$ cat config.mk
export PLATFORM = sky130hd
export DESIGN_NAME = alu_pipe
export DESIGN_NICKNAME = d
export VERILOG_FILES = /design/src/rtl/alu_pkg.sv /design/src/rtl/alu_core.sv /design/src/rtl/alu_pipe.sv
export SDC_FILE = /design/constraint.sdc
export NUM_CORES = 1
export LEC_CHECK = 0
export ABC_AREA = 1
export CAP_MARGIN = 20
export CORE_MARGIN = 2
export CORE_UTILIZATION = 26
export CTS_CLUSTER_DIAMETER = 120
export DETAILED_ROUTE_END_ITERATION = 8
export SLEW_MARGIN = 20
export SYNTH_ARGS = -nofsm -noshare
export SYNTH_HDL_FRONTEND = slang
export SYNTH_SLANG_ARGS = --single-unit
export TNS_END_PERCENT = 50
$ cat constraint.sdc
create_clock -name clk -period 4.8 [get_ports clk]
set_input_delay 0.96 -clock clk [delete_from_list [all_inputs] [get_ports clk]]
set_output_delay 0.96 -clock clk [all_outputs]
set_load 0.05 [all_outputs]
$ cat src/rtl/alu_pkg.sv
// -----------------------------------------------------------------------------
// alu_pkg
// Shared types and constants for the alu_pipe block.
//   alu_op_e      : 3-bit opcode encoding driven on alu_pipe.cntrl
//   FLAG_*        : bit positions of N, Z, V, C inside a {N,Z,V,C} flag vector
//   add_overflow  : signed-overflow detector for a two's complement adder
// -----------------------------------------------------------------------------
package alu_pkg;

    typedef enum logic [2:0] {
        ALU_PASS_B = 3'b000,
        ALU_LSL    = 3'b001,
        ALU_ADD    = 3'b010,
        ALU_SUB    = 3'b011,
        ALU_AND    = 3'b100,
        ALU_OR     = 3'b101,
        ALU_XOR    = 3'b110,
        ALU_LSR    = 3'b111
    } alu_op_e;

    localparam int FLAG_W = 4;
    localparam int FLAG_N = 3;
    localparam int FLAG_Z = 2;
    localparam int FLAG_V = 1;
    localparam int FLAG_C = 0;

    // Overflow of a + b_eff: both adder inputs share a sign but the sum has
    // the opposite sign. For subtraction b_eff is the inverted B operand.
    function automatic logic add_overflow(
        input logic a_msb,
        input logic b_msb,
        input logic r_msb
    );
        return (a_msb == b_msb) && (r_msb != a_msb);
    endfunction

    // Assemble a {N,Z,V,C} vector from individual flag bits.
    function automatic logic [FLAG_W-1:0] pack_flags(
        input logic n,
        input logic z,
        input logic v,
        input logic c
    );
        logic [FLAG_W-1:0] f;
        f         = 4'b0000;
        f[FLAG_N] = n;
        f[FLAG_Z] = z;
        f[FLAG_V] = v;
        f[FLAG_C] = c;
        return f;
    endfunction

endpackage

$ cat src/rtl/alu_core.sv
// -----------------------------------------------------------------------------
// alu_core
// Purely combinational evaluator of one ALU operation and its flags.
//   a, b    : operands (WIDTH bits)
//   op      : opcode (alu_op_e)
//   result  : operation result (WIDTH bits)
//   flags   : {N,Z,V,C} for this result
// Configuration macro: ALU_PIPE_SHIFT_EN
//   defined   -> ALU_LSL / ALU_LSR shift A by B[SHAMT_W-1:0]
//   undefined -> both shift opcodes return zero and no shifter is built
// -----------------------------------------------------------------------------
module alu_core
    import alu_pkg::*;
#(
    parameter int WIDTH = 64
) (
    input  logic [WIDTH-1:0]  a,
    input  logic [WIDTH-1:0]  b,
    input  alu_op_e           op,
    output logic [WIDTH-1:0]  result,
    output logic [FLAG_W-1:0] flags
);

    localparam int SHAMT_W = $clog2(WIDTH);

    logic              sub_s;
    logic              arith_s;
    logic [WIDTH-1:0]  b_eff_s;
    logic [WIDTH:0]    sum_s;
    logic [WIDTH-1:0]  res_s;
    logic              ovf_s;
    logic              carry_s;

`ifdef ALU_PIPE_SHIFT_EN
    logic [SHAMT_W-1:0] shamt_s;
    assign shamt_s = b[SHAMT_W-1:0];
`endif

    // Shared adder: subtraction reuses it as a + ~b + 1.
    always_comb begin
        sub_s   = (op == ALU_SUB);
        arith_s = (op == ALU_ADD) || (op == ALU_SUB);
        if (sub_s) begin
            b_eff_s = ~b;
        end else begin
            b_eff_s = b;
        end
        sum_s = {1'b0, a} + {1'b0, b_eff_s} + {{WIDTH{1'b0}}, sub_s};
    end

    // Result selection by opcode.
    always_comb begin
        res_s = {WIDTH{1'b0}};
        case (op)
            ALU_PASS_B: res_s = b;
`ifdef ALU_PIPE_SHIFT_EN
            ALU_LSL:    res_s = a << shamt_s;
            ALU_LSR:    res_s = a >> shamt_s;
`else
            ALU_LSL:    res_s = {WIDTH{1'b0}};
            ALU_LSR:    res_s = {WIDTH{1'b0}};
`endif
            ALU_ADD:    res_s = sum_s[WIDTH-1:0];
            ALU_SUB:    res_s = sum_s[WIDTH-1:0];
            ALU_AND:    res_s = a & b;
            ALU_OR:     res_s = a | b;
            ALU_XOR:    res_s = a ^ b;
            default:    res_s = {WIDTH{1'b0}};
        endcase
    end

    // V and C only carry meaning for add/sub; forced low elsewhere.
    always_comb begin
        ovf_s   = 1'b0;
        carry_s = 1'b0;
        if (arith_s) begin
            ovf_s   = add_overflow(a[WIDTH-1], b_eff_s[WIDTH-1], res_s[WIDTH-1]);
            carry_s = sum_s[WIDTH];
        end else begin
            ovf_s   = 1'b0;
            carry_s = 1'b0;
        end
    end

    assign result = res_s;
    assign flags  = pack_flags(res_s[WIDTH-1], (res_s == {WIDTH{1'b0}}), ovf_s, carry_s);

endmodule

$ cat src/rtl/alu_pipe.sv
// -----------------------------------------------------------------------------
// alu_pipe
// Two-stage pipelined ALU with valid/ready handshake and a committed flag
// register.
//   clk        : rising-edge clock
//   reset_n    : synchronous active-low reset
//   in_valid   : operation offered
//   in_ready   : operation accepted this cycle when in_valid is high
//   A, B       : operands (WIDTH bits)
//   cntrl      : opcode (see alu_pkg::alu_op_e)
//   set_flags  : commit this operation's flags to flags_q on output transfer
//   out_valid  : result available
//   out_ready  : consumer accepts result
//   result     : operation result
//   negative, zero, overflow, carry_out : flags of the presented result
//   flags_q    : committed {N,Z,V,C}
// Stage 1 registers the operands and opcode, stage 2 registers the evaluated
// result and flags, giving a two-cycle latency. Whenever the output is held
// (out_valid && !out_ready) both stages freeze and in_ready drops.
// Configuration macro: ALU_PIPE_SHIFT_EN (enables the shift opcodes in
// alu_core; without it opcodes 001/111 return zero).
// -----------------------------------------------------------------------------
module alu_pipe
    import alu_pkg::*;
#(
    parameter int WIDTH = 64
) (
    input  logic             clk,
    input  logic             reset_n,
    input  logic             in_valid,
    output logic             in_ready,
    input  logic [WIDTH-1:0] A,
    input  logic [WIDTH-1:0] B,
    input  logic [2:0]       cntrl,
    input  logic             set_flags,
    output logic             out_valid,
    input  logic             out_ready,
    output logic [WIDTH-1:0] result,
    output logic             negative,
    output logic             zero,
    output logic             overflow,
    output logic             carry_out,
    output logic [3:0]       flags_q
);

    // Stage 1: captured operation
    logic              s1_valid_r;
    logic [WIDTH-1:0]  s1_a_r;
    logic [WIDTH-1:0]  s1_b_r;
    alu_op_e           s1_op_r;
    logic              s1_setf_r;

    // Stage 2: evaluated operation presented on the outputs
    logic              out_valid_r;
    logic [WIDTH-1:0]  result_r;
    logic [FLAG_W-1:0] flags_r;
    logic              s2_setf_r;

    logic [FLAG_W-1:0] flags_q_r;

    // Handshake and core outputs
    logic              stall_s;
    logic              accept_s;
    logic              xfer_s;
    logic [WIDTH-1:0]  core_result_s;
    logic [FLAG_W-1:0] core_flags_s;

    assign stall_s  = out_valid_r && !out_ready;
    assign accept_s = in_valid && !stall_s;
    assign xfer_s   = out_valid_r && out_ready;

    alu_core #(
        .WIDTH (WIDTH)
    ) u_core (
        .a      (s1_a_r),
        .b      (s1_b_r),
        .op     (s1_op_r),
        .result (core_result_s),
        .flags  (core_flags_s)
    );

    // Stage 1 register: takes accepted inputs, otherwise loads a bubble;
    // operand data is only rewritten on acceptance to avoid needless toggling.
    always_ff @(posedge clk) begin
        if (!reset_n) begin
            s1_valid_r <= 1'b0;
            s1_a_r     <= {WIDTH{1'b0}};
            s1_b_r     <= {WIDTH{1'b0}};
            s1_op_r    <= ALU_PASS_B;
            s1_setf_r  <= 1'b0;
        end else if (!stall_s) begin
            s1_valid_r <= accept_s;
            if (accept_s) begin
                s1_a_r    <= A;
                s1_b_r    <= B;
                s1_op_r   <= alu_op_e'(cntrl);
                s1_setf_r <= set_flags;
            end
        end
    end

    // Stage 2 register: captures the core output when stage 1 holds a valid op.
    always_ff @(posedge clk) begin
        if (!reset_n) begin
            out_valid_r <= 1'b0;
            result_r    <= {WIDTH{1'b0}};
            flags_r     <= 4'b0000;
            s2_setf_r   <= 1'b0;
        end else if (!stall_s) begin
            out_valid_r <= s1_valid_r;
            if (s1_valid_r) begin
                result_r  <= core_result_s;
                flags_r   <= core_flags_s;
                s2_setf_r <= s1_setf_r;
            end
        end
    end

    // Committed flag register: only a transferred op with set_flags updates it.
    always_ff @(posedge clk) begin
        if (!reset_n) begin
            flags_q_r <= 4'b0000;
        end else if (xfer_s && s2_setf_r) begin
            flags_q_r <= flags_r;
        end
    end

    assign in_ready  = !stall_s;
    assign out_valid = out_valid_r;
    assign result    = result_r;
    assign negative  = flags_r[FLAG_N];
    assign zero      = flags_r[FLAG_Z];
    assign overflow  = flags_r[FLAG_V];
    assign carry_out = flags_r[FLAG_C];
    assign flags_q   = flags_q_r;

endmodule

Word-level counts from Yosys, hierarchy flattened
Cells that the tools add are included. W data, S select, Z words.

Bits in registers: 207. Bits in latches: 0. RAM bits: 0. ROM bits: 0. Output and inout port bits: 74. Memories: 0.

Add/sub/neg operators: 2. Multipliers: 0. Divide/modulo/power cells: 0. Magnitude comparators: 0. Eq/ne operators: 9. Shift-type cells: 0. Multiplexer cells: 4. Bitwise operators: 5. Reduce and logical (&&, ||, !) cells: 14.

Operators with widths (number): $pmux W64 S6 (1); $add A64 B64 Y65 (1); $add A65 B1 Y65 (1); $and A64 B64 Y64 (1); $logic_not A64 Y1 (1); $mux W64 (1); $not A64 Y64 (1); $or A64 B64 Y64 (1); $xor A64 B64 Y64 (1); $eq A3 B3 Y1 const B (4); $eq A3 B2 Y1 const B (2); $logic_and A1 B1 Y1 (5); $reduce_and A2 Y1 (2); $reduce_or A2 Y1 (2); $eq A3 B1 Y1 const B (1); $logic_not A3 Y1 (1); $logic_not A1 Y1 (2); $mux W1 (2); $eq A1 B1 Y1 (1); $logic_or A1 B1 Y1 (1); $ne A1 B1 Y1 (1); $not A1 Y1 (1).

Logic depth before layout (Yosys ltp)
Gate-level depths: netlist of the first run.

Depth after elaboration: 8. Mapped depth: 28. Gate-level depth less buffers: 27.

Hierarchy
From an unflattened synthesis of the first run, not the netlist that was laid out.

Cells, all modules: 3471. Area, all modules: 20246.9 sq um.

Modules (own cells, without submodules): alu_core (instances 1, cells each 2118, area an instance 11029.3 sq um, sequential area each 0.0 sq um); alu_pipe (instances 1, cells each 1353, area an instance 9217.6 sq um, sequential area each 4144.0 sq um).

Worst setup path after synthesis of the first run
OpenSTA, ideal clock, no wires.

Path kind: reg-to-reg. Start point: reg s1_op_r[2]. End point: reg flags_r[2]. Arrival: 3.155 ns. Path slack: 1.578 ns. Cell stages (with the launch flop): 23. Buffers on the path: 2. Clock period less this slack: 3.222 ns. Cell sequence: dfxtp_1 -> inv_2 -> nand3_2 -> buf_4 -> buf_1 -> xor2_1 -> ha_1 -> nand2_2 -> inv_2 -> a21oi_2 -> nor2_1 -> nor2_1 -> nand2_1 -> or2_0 -> nand3_1 -> nand2_1 -> nor3_2 -> nand2_1 -> nor2_1 -> nand3_1 -> nor2_1 -> nand3_1 -> a21oi_2.

Word-level cells in the longest chain between the ends: 6. Elaborated cells on any way between the ends: 15.

Ends and longest elaborated chain: start: declaration (RTL line alu_pipe.sv:50) `alu_op_e s1_op_r;`; start signal: assignment (RTL line alu_pipe.sv:96) `s1_op_r <= alu_op_e'(cntrl);`; $eq A3 B2 Y1 (RTL line alu_core.sv:41, alu_core.sv:54); $mux W64 (RTL line alu_core.sv:43) `if (sub_s) begin`; $add A64 B64 Y65 (RTL line alu_core.sv:48) `sum_s = {1'b0, a} + {1'b0, b_eff_s} + {{WIDTH{1'b0}}, sub_s};`; $add A65 B1 Y65 (RTL line alu_core.sv:48); $pmux W64 S6 * (RTL line alu_core.sv:54) `case (op)`; $logic_not A64 Y1 * (RTL line alu_core.sv:86) `assign flags = pack_flags(res_s[WIDTH-1], (res_s == {WIDTH{1'b0}}), ovf_s, carry_s);`; end signal: assignment (RTL line alu_pipe.sv:113) `flags_r <= core_flags_s;`; end: declaration (RTL line alu_pipe.sv:56) `logic [FLAG_W-1:0] flags_r;`.

Every way passes the cells marked *; elsewhere a longest branch is shown, timed or not. A chain may end at the register's enable or synchronous reset.

Worst setup path after layout of the first run
Same ends and word-level chain as after synthesis.

==> run summary, run 1 <==
Port buffering added 209 buffers. For this run, the total global-route usage over all layers was measured as 0.197. The post-synth design cell area is roughly 17000 sq um.

The tree built by TritonCTS fans out to ~210 sinks. The first-pass GRT wire length is ~110000 microns. Synthesis inferred about 200 register bits. The sum of buffers and inverters on the critical path is 4. The cts-stage hold buffer count came out at 0. After filler insertion, the fill cell instance count of the layout stands at about 7300. The startpoint type of the worst setup path is a flop.

Summing over every cut layer, the via total after detailed routing is 18600. The effective utilization at floorplan came out at 0.261. The number of top-level pins came out at 210.

The number of warnings printed during yosys synthesis is 0. Counting every instance in the synthesized netlist gives between 2000 and 3000. The slowest stage of the critical path is the sky130_fd_sc_hd__dfxtp_1 cell.

The largest net degree at the start of global routing came out at 110. The number of placement rows came out at 95. Global routing finished with a remaining overflow of 0. The via count of the first global-routing pass came to about 18000. The maximum cell stage delay along the critical path is about 480 ps.

The number of hold-slack violations in the final timing report is 0. Wires add up to 70400 microns. The required time of the critical path came out at between 5000 and 6000 ps.

The slew at the pin closest to its max-slew limit is 1040 ps. Counting every net in the synthesized netlist gives a little over 3000. The initial antenna violation count is 1. Leaving out fill and tap cells, the most frequent cell in the layout is sky130_fd_sc_hd__nand2_1. The HPWL after detailed placement is about 57000 microns. The cell area reported after detailed placement is 20600 sq um. The count of placed standard cells in the final layout, fillers left out is 3803. The number of antenna diodes in the final layout is 0.

The worst setup slack after placement came out at ~720 ps. The final setup slack of the worst path is 635 ps. Of the synthesized area, sequential elements account for 0.236. The critical path is of the reg -> reg type. The area enclosed by the die boundary came out at 69300 sq um.

The origin of the worst setup path is s1_op_r[2]. The number of max-capacitance violations reported came out at 0. For hold timing, the worst endpoint is flags_q[1]. The area of all placed cells without fillers came out at between 20000 and 25000 sq um. The peak clock frequency supported by timing is about 0.24 GHz. Clock skew on the completed layout was measured at 22.1 ps. The length of the first detailed-routing pass in iterations came out at 5. The die boundary width came out at ~260 microns.

The worst voltage drop across the vdd grid came out at 0.000210 V. The clock network latency to the later pin of the worst-skew pair is 560 ps. The final number of max-transition violations came out at 0.

The TritonCTS clock tree is built. Of the cells placed in the final design, the portion with a size suffix greater than 1 is 0.0433. The synthesized area per cell is around 6.4 sq um.

The launch instance of the worst min-delay path is flags_q[1]. The total setup buffers inserted after CTS is 0. In this run the worst hold path is classified as reg -> reg. Dividing total power by cell area gives a power density of 278 nW/um^2. The end of the worst register-to-register path is flags_r[2].

Along the worst hold path, the cell count comes to 2. The flow ran to the end, and the final reports show no timing, DRC or antenna violations. The final number of setup-violating endpoints came out at 0. Broken down by cell family, the worst path's largest delay share belongs to simple AND/OR/NAND/NOR gates. Headroom to the max-slew limit came out at 0.306. Buffers inserted during clock tree synthesis total 24.

In the layout the commonest cells are sky130_fd_sc_hd__nand2_1, sky130_fd_sc_hd__inv_1, sky130_fd_sc_hd__o21ai_0, sky130_fd_sc_hd__a21oi_1, sky130_fd_sc_hd__clkdlybuf4s50_1. The CTS clock-pin slew for the worst setup and hold paths came out at 60 ps. The type of destination of the critical path is a flop. The worst-case clock buffer depth came out at 3. The average via count per standard cell is 4.90. The total of cells resized after clock tree synthesis came out at 0.

The DRC marker count from the first detailed-route iteration is between 1500 and 2000. The placer's final routability congestion estimate is approximately 0.98. Counting cells, the worst reg-to-reg path comes to 23. In the synthesized netlist the async set-or-reset flop fraction comes to 0. Data arrives at the worst endpoint at 4640 ps.

The remaining routing DRC violations is 0. Setup repair after global routing left no endpoint under its margin. The most used flip-flop cell after synthesis is sky130_fd_sc_hd__dfxtp_1.

The number of placed instances, taps included, is ~3800. The core region is approximately 67000 sq um. The post-layout minimum cycle time came out at roughly 4200 ps. The cell at the root of the clock tree is sky130_fd_sc_hd__clkbuf_16. The signal on the critical path passes through inv_2 -> nand3_4 -> buf_4 -> xor2_1 -> ha_1 -> nand2_1 -> inv_1 -> nand2_1 -> inv_1 -> nand2_1 -> nand2_2 -> nand2_1 -> nand3_1 -> nand4_1 -> a21oi_1 -> nand2_1 -> nor2_1 -> nand3_1 -> nor2_1 -> nand3_1 -> nor2_1 -> nand3_1 -> a21oi_2. The net total in the final layout is around 3300. The count of flip-flops with a built-in enable after synthesis came out at 0. The most numerous cell type found on the critical path is sky130_fd_sc_hd__nand2_1. Hold timing on the final database bottoms out at a slack of 446 ps. In this run the critical register-to-register path is launched from s1_op_r[2]. The highest net fanout along the worst path came out at 17.

The signed area change from the synthesized netlist to the final layout is 22.1%. The setup total negative slack is 0 ps. Summed over all cells, the static leakage comes to approximately 10 nW. The period utilization came out at 0.868. The number of H-tree branching levels came out at 1. The worst register-to-register path has a setup slack of roughly 630 ps. The final routed wire length divided by cell count came out at roughly 19 microns. The remaining antenna violation count is 0. The floorplan die height came out at between 200 and 300 microns. The count of unique library cells instantiated by Yosys came out at between 40 and 50.
report_power, final:
part           leakage (nW)  switching (mW)  internal [mW]  total, mW
Clock                 0.379           0.788           1.09       1.87
Sequential             1.71           0.114           1.84       1.96
Combinational          7.88            1.40          0.703       2.10
Total                  9.97            2.30           3.63       5.93
metal layers:
metal  GRT usage  vias to the layer above  routed length, microns
li1            -                     9259                       -
met1       0.264                     8676                   32000
met2       0.328                      577                   32200
met3      0.0183                      111                    3690
met4      0.0712                        0                    2570
met5           0                        -                       0
sequential cells by signal (all words and copies together) (netlist names):
signal,cells
flags_r,3
s1_b_r,64
s2_setf_r,1
s1_op_r,3
s1_valid_r,1
out_valid,1
result,64
s1_setf_r,1
s1_a_r,64
flags_q,4
area by class of cell:
cell class,instances,area [sq um],share of cell area
multi-input cells,2043,11400,0.536
inverters,394,1480,0.0693
clock inverters,6,67.6,0.00317
flip-flops and latches,206,4120,0.193
clock buffers,37,721,0.0338
repair buffers,244,2430,0.114
well taps,873,1090,0.0512
kinds of logic (layout without fill, tap and decap cells):
| group | after synthesis | in the layout | synth area share |
|---|---|---|---|
| AOI/OAI and AO/OA | 663 | 663 | 0.206 |
| xor gates and xnor gates | 64 | 64 | 0.0321 |
| adders and majority gates | 206 | 206 | 0.148 |
| and+or+nand+nor | 1110 | 1110 | 0.266 |
| buffers and inverters | 502 | 681 | 0.112 |
| DFF | 206 | 206 | 0.236 |
synth_stat cells, types with 2 or more instances:
| cell type | count | area [sq um] |
|---|---|---|
| sky130_fd_sc_hd__nor3_1 | 12 | 60.1 |
| sky130_fd_sc_hd__o211a_1 | 18 | 180 |
| sky130_fd_sc_hd__inv_2 | 6 | 22.5 |
| sky130_fd_sc_hd__a221oi_1 | 23 | 201 |
| sky130_fd_sc_hd__xor2_1 | 63 | 552 |
| sky130_fd_sc_hd__and2_1 | 3 | 18.8 |
| sky130_fd_sc_hd__nand3b_1 | 23 | 173 |
| sky130_fd_sc_hd__nand2_1 | 716 | 2690 |
| sky130_fd_sc_hd__nand3_2 | 5 | 50.1 |
| sky130_fd_sc_hd__o21ai_1 | 8 | 40.0 |
| sky130_fd_sc_hd__a211oi_1 | 11 | 82.6 |
| sky130_fd_sc_hd__ha_1 | 205 | 2560 |
| sky130_fd_sc_hd__nor2_1 | 161 | 604 |
| sky130_fd_sc_hd__inv_1 | 387 | 1450 |
| sky130_fd_sc_hd__a21oi_1 | 283 | 1420 |
| sky130_fd_sc_hd__nor3_2 | 2 | 20.0 |
| sky130_fd_sc_hd__nor4_1 | 3 | 18.8 |
| sky130_fd_sc_hd__o211ai_1 | 2 | 15.0 |
| sky130_fd_sc_hd__nand3_1 | 125 | 626 |
| sky130_fd_sc_hd__nand2_2 | 20 | 125 |
| sky130_fd_sc_hd__buf_2 | 16 | 80.1 |
| sky130_fd_sc_hd__o21a_1 | 2 | 15.0 |
| sky130_fd_sc_hd__dfxtp_1 | 206 | 4120 |
| sky130_fd_sc_hd__buf_1 | 10 | 37.5 |
| sky130_fd_sc_hd__nand4_1 | 25 | 156 |
| sky130_fd_sc_hd__nor2_2 | 10 | 62.6 |
| sky130_fd_sc_hd__o2111ai_1 | 4 | 35.0 |
| sky130_fd_sc_hd__a21oi_2 | 5 | 43.8 |
| sky130_fd_sc_hd__buf_6 | 5 | 56.3 |
| sky130_fd_sc_hd__o21ai_0 | 294 | 1470 |
| sky130_fd_sc_hd__buf_4 | 3 | 22.5 |
| sky130_fd_sc_hd__o21bai_1 | 10 | 75.1 |
| sky130_fd_sc_hd__clkbuf_1 | 74 | 278 |
| sky130_fd_sc_hd__nor4_2 | 3 | 37.5 |
worst max path at each step:
stage,end,slack [ps],cells after the start
6_report,flags_r[2],630,23
5_1_grt,flags_r[2],360,21
4_1_cts,flags_r[2],680,21
3_5_place_dp,flags_r[2],720,21
3_3_place_gp,flags_r[2],710,21
2_1_floorplan,flags_r[2],1580,22
per-stage QoR:
stage / utilization / power (mW)
detailed placement: 0.307 / 4.05
finish: 0.319 / 5.93
global route: 0.319 / 6.24
global placement: 0.307 / 4.05
floorplan: - / 3.28
CTS: 0.319 / 5.93
worst register-to-register path: stages, from the launching register on:
cell and delay (ps):
sky130_fd_sc_hd__dfxtp_1 480, sky130_fd_sc_hd__inv_2 90, sky130_fd_sc_hd__nand3_4 150, sky130_fd_sc_hd__buf_4 340, sky130_fd_sc_hd__xor2_1 130, sky130_fd_sc_hd__ha_1 440
sky130_fd_sc_hd__nand2_1 150, sky130_fd_sc_hd__inv_1 100, sky130_fd_sc_hd__nand2_1 100, sky130_fd_sc_hd__inv_1 70, sky130_fd_sc_hd__nand2_1 70, sky130_fd_sc_hd__nand2_2 150
sky130_fd_sc_hd__nand2_1 70, sky130_fd_sc_hd__nand3_1 80, sky130_fd_sc_hd__nand4_1 220, sky130_fd_sc_hd__a21oi_1 350, sky130_fd_sc_hd__nand2_1 90, sky130_fd_sc_hd__nor2_1 110
sky130_fd_sc_hd__nand3_1 70, sky130_fd_sc_hd__nor2_1 300, sky130_fd_sc_hd__nand3_1 120, sky130_fd_sc_hd__nor2_1 180, sky130_fd_sc_hd__nand3_1 110, sky130_fd_sc_hd__a21oi_2 130
No activity file was read; power rests on OpenSTA's default activity.
==> run 2: changes to the inputs <==
--- a/config.mk
+++ b/config.mk
@@ -6,7 +6,6 @@
 export NUM_CORES = 1
 export LEC_CHECK = 0
 export ABC_AREA = 1
-export CAP_MARGIN = 20
 export CORE_MARGIN = 2
 export CORE_UTILIZATION = 26
 export CTS_CLUSTER_DIAMETER = 120
==> constraint.sdc (replaced) <==
create_clock -name clk -period 5.2 [get_ports clk]
set_input_delay 1.04 -clock clk [delete_from_list [all_inputs] [get_ports clk]]
set_output_delay 1.04 -clock clk [all_outputs]
set_load 0.05 [all_outputs]
==> run 2 against run 1 <==
Against the previous run:
- non-clock buffer count decreased by 12
- clock skew rose by 3.1 ps
- count of clock-buffer cells in the layout down 4
- die area is the same
- sequential share of layout area about the same
- maximum frequency is 4.5% lower
- core utilization fell by 0.075 points
- flip-flop and latch count unchanged
- total power fell by 6.7%
- final cell count down 0.34%
- wire length down 1.0%
==> run summary, run 2 (same netlist as run 1, synthesis figures left out) <==
The port buffer count is 209. The remaining routing DRC violations is 0. Leaving out fill and tap cells, the most frequent cell in the layout is sky130_fd_sc_hd__nand2_1. The sum of buffers and inverters on the critical path is 3.

The total power is ~5.5 mW. The remaining antenna violation count is 0. The maximum cell stage delay along the critical path is 490 ps. The share of total power dissipated in sequential elements is 0.325.

For the worst-skew pair, the clock arrives at the later sink with an insertion delay of roughly 560 ps. The die boundary width is about 260 microns. The internal power came out at between 3 and 4 mW. Across all hold checks on the routed design, the worst slack comes to around 450 ps.

The placer's final routability congestion estimate came out at 1.01. The arrival time reported for the critical path endpoint came out at 4840 ps. The startpoint type of the worst setup path is a flop. The area inside the core boundary is 66900 sq um. The final setup slack of the worst path came out at roughly 840 ps. The family of cells with the greatest summed delay on the critical path is simple AND/OR/NAND/NOR gates. The number of max-capacitance violations reported came out at 0. The path class of the tightest hold or removal check is reg -> reg. The CTS clock-pin slew for the worst setup and hold paths is 70 ps. The proportion of total power due to net switching is 0.387. The TritonCTS clock tree is built. The floorplan step defined a die boundary enclosing 69300 sq um. The worst max-slew margin expressed relative to the limit came out at 0.294. In this run, CTS created clock tree buffers numbering 24. The detailed router finished its first iteration with 1586 violations. Summed over all layers, the global routing overflow is 0. The cell at the root of the clock tree is sky130_fd_sc_hd__clkbuf_16. The number of gates resized after CTS was 0.

The area of all placed cells without fillers is between 20000 and 25000 sq um. The largest net degree at the start of global routing is roughly 130. The type of destination of the critical path is a flop. The number of antenna diodes came out at 0. The utilization of the core after routing came out at 0.318. The count of filler cells inserted in the layout is between 7000 and 8000. The number of placed instances, taps included, is approximately 3700. The effective utilization at floorplan is 0.261.

The period utilization is 0.838. The leakage dissipation is between 9 and 10 nW. The switching power came out at about 2.1 mW.

The count of placed standard cells in the final layout, fillers left out is about 3800. The worst-case IR drop observed on VDD is roughly 0.0002 V. Between clock sinks in the finished design, the worst skew comes to roughly 25 ps.

Setup repair after global routing left no endpoint under its margin. CTS built an H-tree with a depth of 1. The cell area reported after detailed placement came out at slightly above 20000 sq um. The longest clock path from root to sink contains 3 buffers.

Setup violations remaining at the end of the flow were counted as 0. For the pin with the worst max-slew slack, the measured transition is 1050 ps. The run finished with clean final reports.

After clock tree synthesis, the setup repair step added 0 buffers. The total power per unit cell area came out at 260 nW/um^2. Data on the critical path is required at its endpoint by around 5700 ps. The combinational power share is 0.350. The share of final-layout standard cells stronger than drive strength 1 is 0.0405.

The net total in the final layout is about 3200. 210 I/O pins were placed. The cell with the most instances on the worst path is sky130_fd_sc_hd__nand2_1. The final number of max-transition violations was 0. The floorplan die height is between 200 and 300 microns.

The via count of the first global-routing pass was between 15000 and 20000. Traced cell by cell, the critical path runs through inv_2 -> nand3_4 -> buf_4 -> xor2_1 -> ha_1 -> nand2_1 -> nand2_1 -> inv_1 -> nand2_1 -> a21oi_1 -> nand3_1 -> o21ai_0 -> nand2_1 -> nor3_1 -> nand2_1 -> nor2_1 -> nand3_1 -> nor2_1 -> nand3_1 -> a21oi_2. The routed wire length came out at approximately 70000 microns. The cts-stage hold buffer count is 0. The highest net fanout along the worst path is 21. The first-pass GRT wire length came out at around 110000 microns. The setup total negative slack came out at 0 ps. The first detailed-routing pass took 6 iterations. The top cell types in the final layout, fill and taps aside, are sky130_fd_sc_hd__nand2_1, sky130_fd_sc_hd__inv_1, sky130_fd_sc_hd__o21ai_0, sky130_fd_sc_hd__a21oi_1, sky130_fd_sc_hd__clkdlybuf4s50_1. The count of vias placed by the detailed router came out at roughly 19000.

The initial antenna violation count is 0. The number of hold-slack violations in the final timing report was 0. The post-layout minimum cycle time is 4360 ps. The number of clock sinks seen by CTS is 206.

The setup path with the least slack is of type reg -> reg. In the global route stage, overall resource usage came out at 0.194. Compared with the post-synthesis result, the final layout area differs by 21.8%. The HPWL after detailed placement is approximately 56000 microns. The peak clock frequency supported by timing came out at between 0.2 and 0.25 GHz. The slowest stage of the critical path belongs to the cell sky130_fd_sc_hd__o21ai_0. The number of placement rows came out at 95.

The clock network power share is 0.325. The average via count per standard cell came out at a little under 5. The final routed wire length divided by cell count came out at ~18 microns. The worst setup slack after placement came out at 927 ps.
run 2: cell count changes in the layout (fill, tap and decap cells not counted):
cell                         change
sky130_fd_sc_hd__buf_4          -13
sky130_fd_sc_hd__clkbuf_1        -4
sky130_fd_sc_hd__inv_6           +3
sky130_fd_sc_hd__clkinv_2        +2
sky130_fd_sc_hd__clkinvlp_4      -2
sky130_fd_sc_hd__buf_12          +1
sky130_fd_sc_hd__bufinv_16       +1
sky130_fd_sc_hd__clkinv_4        -1
run 2: layout make-up:
| class | count | area, sq um | area share |
|---|---|---|---|
| multi-input cells | 2043 | 11400 | 0.537 |
| flip-flops and latches | 206 | 4120 | 0.194 |
| repair buffers | 232 | 2350 | 0.110 |
| inverters | 394 | 1480 | 0.0695 |
| well taps | 873 | 1090 | 0.0513 |
| clock buffers | 33 | 706 | 0.0331 |
| clock inverters | 9 | 110 | 0.00517 |
run 2: path summary, 6_finish.rpt:
| check | depth (start not counted) | slack, ps | startpoint | endpoint |
|---|---|---|---|---|
| max | 20 | 840 | s1_op_r[2] | flags_r[2] |
| min | 2 | 450 | flags_q[3] | flags_q[3] |
| max reg2reg | 20 | 840 | s1_op_r[2] | flags_r[2] |
| min reg2reg | 2 | 450 | flags_q[3] | flags_q[3] |
run 2: worst reg2reg max path, stage by stage, from the launching register on:
cell,delay [ps]
sky130_fd_sc_hd__dfxtp_1,480
sky130_fd_sc_hd__inv_2,90
sky130_fd_sc_hd__nand3_4,80
sky130_fd_sc_hd__buf_4,360
sky130_fd_sc_hd__xor2_1,270
sky130_fd_sc_hd__ha_1,360
sky130_fd_sc_hd__nand2_1,130
sky130_fd_sc_hd__nand2_1,70
sky130_fd_sc_hd__inv_1,50
sky130_fd_sc_hd__nand2_1,80
sky130_fd_sc_hd__a21oi_1,350
sky130_fd_sc_hd__nand3_1,260
sky130_fd_sc_hd__o21ai_0,490
sky130_fd_sc_hd__nand2_1,100
sky130_fd_sc_hd__nor3_1,380
sky130_fd_sc_hd__nand2_1,110
sky130_fd_sc_hd__nor2_1,140
sky130_fd_sc_hd__nand3_1,90
sky130_fd_sc_hd__nor2_1,150
sky130_fd_sc_hd__nand3_1,100
sky130_fd_sc_hd__a21oi_2,120
run 2: metal layers:
metal,global-route usage,share of wire,up-vias
met1,0.259,0.45,8612
met5,0,0,-
met4,0.0644,0.033,0
met2,0.329,0.46,630
met3,0.0196,0.061,106
li1,-,-,9244
run 2: power groups by stage:
stage / registers (mW) / clock network [mW] / logic, mW
floorplan: 1.94 / 0 / 1.08
finish: 1.80 / 1.80 / 1.94
global route: 1.81 / 1.88 / 2.12
detailed placement: 1.83 / 0 / 1.90
global placement: 1.83 / 0 / 1.89
CTS: 1.80 / 1.82 / 1.91
